**src/rtl/forward_unit.sv**
```systemverilog
// Operand-forwarding and load-use hazard unit for a 5-stage pipeline.
// Tracks EX/MEM and MEM/WB destinations and drives EX operand-mux selects and the ID stall.
module forward_unit #(
  parameter int REG_BITS = 5,
  parameter int CNT_BITS = 32
) (
  input  logic                clk,
  input  logic                rst,
  input  logic [REG_BITS-1:0] ex_rs,
  input  logic [REG_BITS-1:0] ex_rt,
  input  logic [REG_BITS-1:0] ex_rd,
  input  logic                ex_reg_write,
  input  logic                ex_mem_read,
  input  logic [REG_BITS-1:0] id_rs,
  input  logic [REG_BITS-1:0] id_rt,
  input  logic                id_uses_rt,
  input  logic                pipe_hold,
  input  logic                flush,
  output logic [1:0]          fwd_a,
  output logic [1:0]          fwd_b,
  output logic                stall_id,
  output logic [CNT_BITS-1:0] stall_count
);

  // Mux input ordering is fixed by the EX-stage datapath wiring.
  localparam logic [1:0] SEL_EXMEM = 2'b00;
  localparam logic [1:0] SEL_RF    = 2'b01;
  localparam logic [1:0] SEL_MEMWB = 2'b10;

  logic [REG_BITS-1:0] exmem_rd_q, exmem_rd_d;
  logic                exmem_we_q, exmem_we_d;
  logic                exmem_ld_q, exmem_ld_d;
  logic [REG_BITS-1:0] memwb_rd_q, memwb_rd_d;
  logic                memwb_we_q, memwb_we_d;
  logic [CNT_BITS-1:0] stall_count_q, stall_count_d;

  logic exmem_fwd_ok;
  logic memwb_fwd_ok;

  // A load sitting in EX/MEM has no data yet, so it is never a forward source.
  assign exmem_fwd_ok = exmem_we_q & ~exmem_ld_q & (exmem_rd_q != '0);
  assign memwb_fwd_ok = memwb_we_q & (memwb_rd_q != '0);

  always_comb begin
    fwd_a = SEL_RF;
    if (exmem_fwd_ok && exmem_rd_q == ex_rs)      fwd_a = SEL_EXMEM;
    else if (memwb_fwd_ok && memwb_rd_q == ex_rs) fwd_a = SEL_MEMWB;
  end

  always_comb begin
    fwd_b = SEL_RF;
    if (exmem_fwd_ok && exmem_rd_q == ex_rt)      fwd_b = SEL_EXMEM;
    else if (memwb_fwd_ok && memwb_rd_q == ex_rt) fwd_b = SEL_MEMWB;
  end

  assign stall_id = ex_mem_read & ex_reg_write & ~flush & (ex_rd != '0) &
                    ((ex_rd == id_rs) | (id_uses_rt & (ex_rd == id_rt)));

  always_comb begin
    exmem_rd_d    = exmem_rd_q;
    exmem_we_d    = exmem_we_q;
    exmem_ld_d    = exmem_ld_q;
    memwb_rd_d    = memwb_rd_q;
    memwb_we_d    = memwb_we_q;
    stall_count_d = stall_count_q;
    if (!pipe_hold) begin
      exmem_rd_d = ex_rd;
      exmem_we_d = ex_reg_write & ~flush;
      exmem_ld_d = ex_mem_read & ~flush;
      memwb_rd_d = exmem_rd_q;
      memwb_we_d = exmem_we_q;
      if (stall_id) stall_count_d = stall_count_q + CNT_BITS'(1);
    end
  end

  always_ff @(posedge clk or posedge rst) begin
    if (rst) begin
      exmem_rd_q    <= '0;
      exmem_we_q    <= 1'b0;
      exmem_ld_q    <= 1'b0;
      memwb_rd_q    <= '0;
      memwb_we_q    <= 1'b0;
      stall_count_q <= '0;
    end else begin
      exmem_rd_q    <= exmem_rd_d;
      exmem_we_q    <= exmem_we_d;
      exmem_ld_q    <= exmem_ld_d;
      memwb_rd_q    <= memwb_rd_d;
      memwb_we_q    <= memwb_we_d;
      stall_count_q <= stall_count_d;
    end
  end

  assign stall_count = stall_count_q;

endmodule

```
**config.mk**
```make
export PLATFORM = sky130hd
export DESIGN_NAME = forward_unit
export DESIGN_NICKNAME = d
export VERILOG_FILES = /design/src/rtl/forward_unit.sv
export SDC_FILE = /design/constraint.sdc
export NUM_CORES = 1
export LEC_CHECK = 0
export CORE_AREA = 2 2 79 81
export CTS_CLUSTER_SIZE = 10
export DETAILED_ROUTE_END_ITERATION = 10
export DIE_AREA = 0 0 81 83
export GPL_ROUTABILITY_DRIVEN = 0
export PLACE_DENSITY_LB_ADDON = 0.3
export SLEW_MARGIN = 40
export SYNTH_ARGS = -nofsm -noshare
export SYNTH_HDL_FRONTEND = slang
export SYNTH_SLANG_ARGS = --single-unit
```
**constraint.sdc**
```tcl
create_clock -name clk -period 2.65 [get_ports clk]
set_input_delay 0.53 -clock clk [delete_from_list [all_inputs] [get_ports clk]]
set_output_delay 0.53 -clock clk [all_outputs]
set_load 0.02 [all_outputs]
```
==> results.sh <==
export IMPL_run_status="completed"
export IMPL_die_w_um=81
export IMPL_finalCriticalPeriod_ns=2.61
export IMPL_ir_drop_mv=0.257
export IMPL_synth_top_area_cell="dfrtp_1"
export IMPL_dieHeight_um=83
export IMPL_holdPathEnd="stall_count[31]"
export IMPL_yosysTopAreaCellShare_pct=44.0
export IMPL_reg2reg_to="stall_count[28]"
export IMPL_placed_cells=397
export IMPL_cts_sinks=45
export IMPL_post_cts_buffers=0
export IMPL_grt_pass1_wl_mm=10.0
export IMPL_hold_class="reg -> reg"
export IMPL_slew_violations=0
export IMPL_worst_slew_pin_slew_ns=0.589
export IMPL_worstPathArrival_ns=2.08
export IMPL_final_cells=405
export IMPL_start_kind="input port"
export IMPL_finalHoldViolCount=0
export IMPL_slew_limit_headroom_pct=60.6
export IMPL_fillers=490
export IMPL_worst_clock_skew_ns=0.00330
export IMPL_num_nets_final=362
export IMPL_multi_input_area_um2=1460
export IMPL_grt_max_degree=46
export IMPL_criticalPathCategory="in -> out"
export IMPL_netlist_top_cells_area="dfrtp_1, xor2_1, mux2_2"
export IMPL_synth_top_family_by_area="simple AND/OR/NAND/NOR gates"
export IMPL_core_area_um2=5820
export IMPL_pin_count=69
export IMPL_clockBufferDepth=2
export IMPL_ys_warn_count=0
export IMPL_cpMaxStageDelayCell="or4_4"
export IMPL_track_usage_pct=18.7
export IMPL_reg2reg_depth=5
export IMPL_clk_insertion_delay_late_ns=0.30
export IMPL_rsz0062_at_grt="false"
export IMPL_holdPathStages=1
export IMPL_setup_viol=0
export IMPL_syn_nets=269
export IMPL_dr_total_vias=2094
export IMPL_post_route_period_util_pct=98.6
export IMPL_synth_area_mux_share_pct=5.28
export IMPL_async_flop_share_pct=100
export IMPL_routed_wirelength_mm=6.03
export IMPL_hpwl_mm=4.32
export IMPL_drc=0
export IMPL_fmax_mhz=383
export IMPL_synthAdderAreaFrac_pct=0.489
export IMPL_syn2layout_area_growth_pct=45.1
export IMPL_critPathMaxFanout=3
export IMPL_hp_start="stall_count[31]"
export IMPL_slowest_delay_ns=0.49
export IMPL_antenna_cells=0
export IMPL_r2r_start="stall_count[8]"
export IMPL_final_setup_tns_ns=0
export IMPL_initial_core_util_pct=44.0
export IMPL_cap_viol_max_count=0
export IMPL_h_tree_depth=2
export IMPL_grt_pass1_vias=2099
export IMPL_synth_cell_types=33
export IMPL_cts_tree="done"
export IMPL_grt_antenna_before_repair=0
export IMPL_gr_total_overflow=0
export IMPL_synth_edff_count=0
export IMPL_port_buffers=68
export IMPL_drive_gt1_share_pct=23.3
export IMPL_syn_avg_cell_area_um2=10.8
export IMPL_synth_seq_cells=45
export IMPL_syn_area_um2=2560
export IMPL_vias_per_cell=5.17
export IMPL_synth_compound_area_share_pct=2.15
export IMPL_fin_util_pct=63.9
export IMPL_critPathRequiredTime_ns=2.12
export IMPL_drtPass1Iterations=4
export IMPL_row_count=28
export IMPL_p_leak_nw=1.67
export IMPL_dr_first_iter_drc_count=111
export IMPL_clk_pin_slew_ns=0.08
export IMPL_ys_top_cells_by_count="xor2_1, dfrtp_1, nand3_1, nor4_1, nand2_1"
export IMPL_powerDensity_nw_per_um2=415
export IMPL_fp_dieArea_um2=6720
export IMPL_wl_per_cell_um=14.9
export IMPL_end_kind="primary output"
export IMPL_synthCells=236
export IMPL_cts_root_buffer="clkbuf_8"
export IMPL_r2r_slack_ns=0.67
export IMPL_path_cells="clkdlybuf4s50_1 > buf_4 > or4_4 > o2111ai_4 > nor2_1 > buf_2"
export IMPL_seq_area_um2=1130
export IMPL_yosysSeqAreaShare_pct=44.0
export IMPL_synth_xor_area_share_pct=20.9
export IMPL_ys_flop_type="dfrtp_1"
export IMPL_numCtsBuffers=5
export IMPL_ant_nets=0
export IMPL_yosys_area_share_simple_pct=24.9
export IMPL_synth_most_common_cell="xor2_1"
cell usage in the layout (no fill, tap or decap), types with 2 or more instances in the layout:
master           Yosys  routed
nand4_1              7       7
o21ai_0              4       2
dlygate4sd2_1        0       2
dfrtp_1             45      45
buf_12               0       3
clkbuf_2             0       2
nand2_1             14      14
nand3_1             15      15
or4_4                1       2
nor2b_1              3       3
inv_1                3       2
nor4_2               7       8
clkbuf_8             0       6
buf_4                1      23
nand2b_1             3       3
nor4_1              15      10
xor2_1              48      48
nor3_2              10      10
or4_1                4       3
clkdlybuf4s50_1      0      63
mux2_2              12      12
nor2_1               8       8
xnor2_1             13      13
and3_1               2       2
nor4_4               0       4
o21ai_2              0       2
nor3_1               4       4
worst max-delay path by stage:
| stage | to | from | slack (ns) | depth (start not counted) |
|---|---|---|---|---|
| 4_1_cts | stall_count[28] | ex_rd[4] | 0.009 | 9 |
| 5_1_grt | stall_count[14] | ex_rd[4] | 0.0006 | 10 |
| 3_3_place_gp | stall_id | ex_rd[4] | -0.37 | 6 |
| 3_5_place_dp | stall_id | ex_rd[4] | -0.40 | 6 |
| 2_1_floorplan | stall_id | ex_rd[1] | 0.37 | 4 |
| 6_report | stall_id | ex_rd[3] | 0.04 | 6 |
where the power goes:
part           internal (mW)  switching, mW  total, mW
clock                  0.308          0.230      0.538
combinational          0.140          0.117      0.257
sequential             0.713         0.0312      0.744
sequential cells by signal, summed over array words and instances, names as in the netlist:
| signal | flops |
|---|---|
| exmem_ld_q | 1 |
| exmem_rd_q | 5 |
| exmem_we_q | 1 |
| memwb_rd_q | 5 |
| memwb_we_q | 1 |
| stall_count | 32 |
per-layer routing:
metal	GRT usage, %	wire (um)	vias up	part of all wire [%]
li1	-	-	1024	-
met4	5.24	117	0	1.9
met3	3.91	232	11	3.8
met1	24.7	2680	1012	44
met5	0	0	-	0
met2	30.7	3000	47	50
cell families (layout without fill, tap and decap cells):
family          after synthesis  count (layout)
flops                        45              45
simple gates                 99              99
buf+inv                      12             106
compound gates                6               6
xor+xnor                     61              61
mux                          12              12
fa+ha+maj                     1               1
repair_timing:
item	CTS	global route
hold buffers	0	0
gates resized for setup	11	16
pin swaps	0	1
setup endpoints to repair	5	17
metrics by stage:
stage / hold slack (ns) / setup slack, ns / power (mW) / area (um^2)
2_1_floorplan: 0.454 / 0.366 / 0.878 / 2560
3_3_place_gp: 0.461 / -0.374 / 0.999 / 3530
3_5_place_dp: 0.464 / -0.404 / 1.01 / 3530
4_1_cts: 0.476 / 0.00928 / 1.54 / 3650
5_1_grt: 0.505 / 0.000624 / 1.60 / 3710
6_report: 0.475 / 0.0382 / 1.54 / 3710
worst max-delay path: cells and delay by family:
kind / cells / cell delay, ns
AO/OA/AOI/OAI: 1 / 0.21
buffers and inverters: 3 / 0.76
AND/OR/NAND/NOR: 2 / 0.58
final cells by class:
cell class,instances,share of cell area (%)
multi-input combinational,179,39.3
tap,75,2.53
inverter,3,0.303
clock inverter,1,0.809
timing repair buffer,95,24.4
clock buffer,7,2.32
sequential,45,30.3
Power figures use the tool's default switching activity.
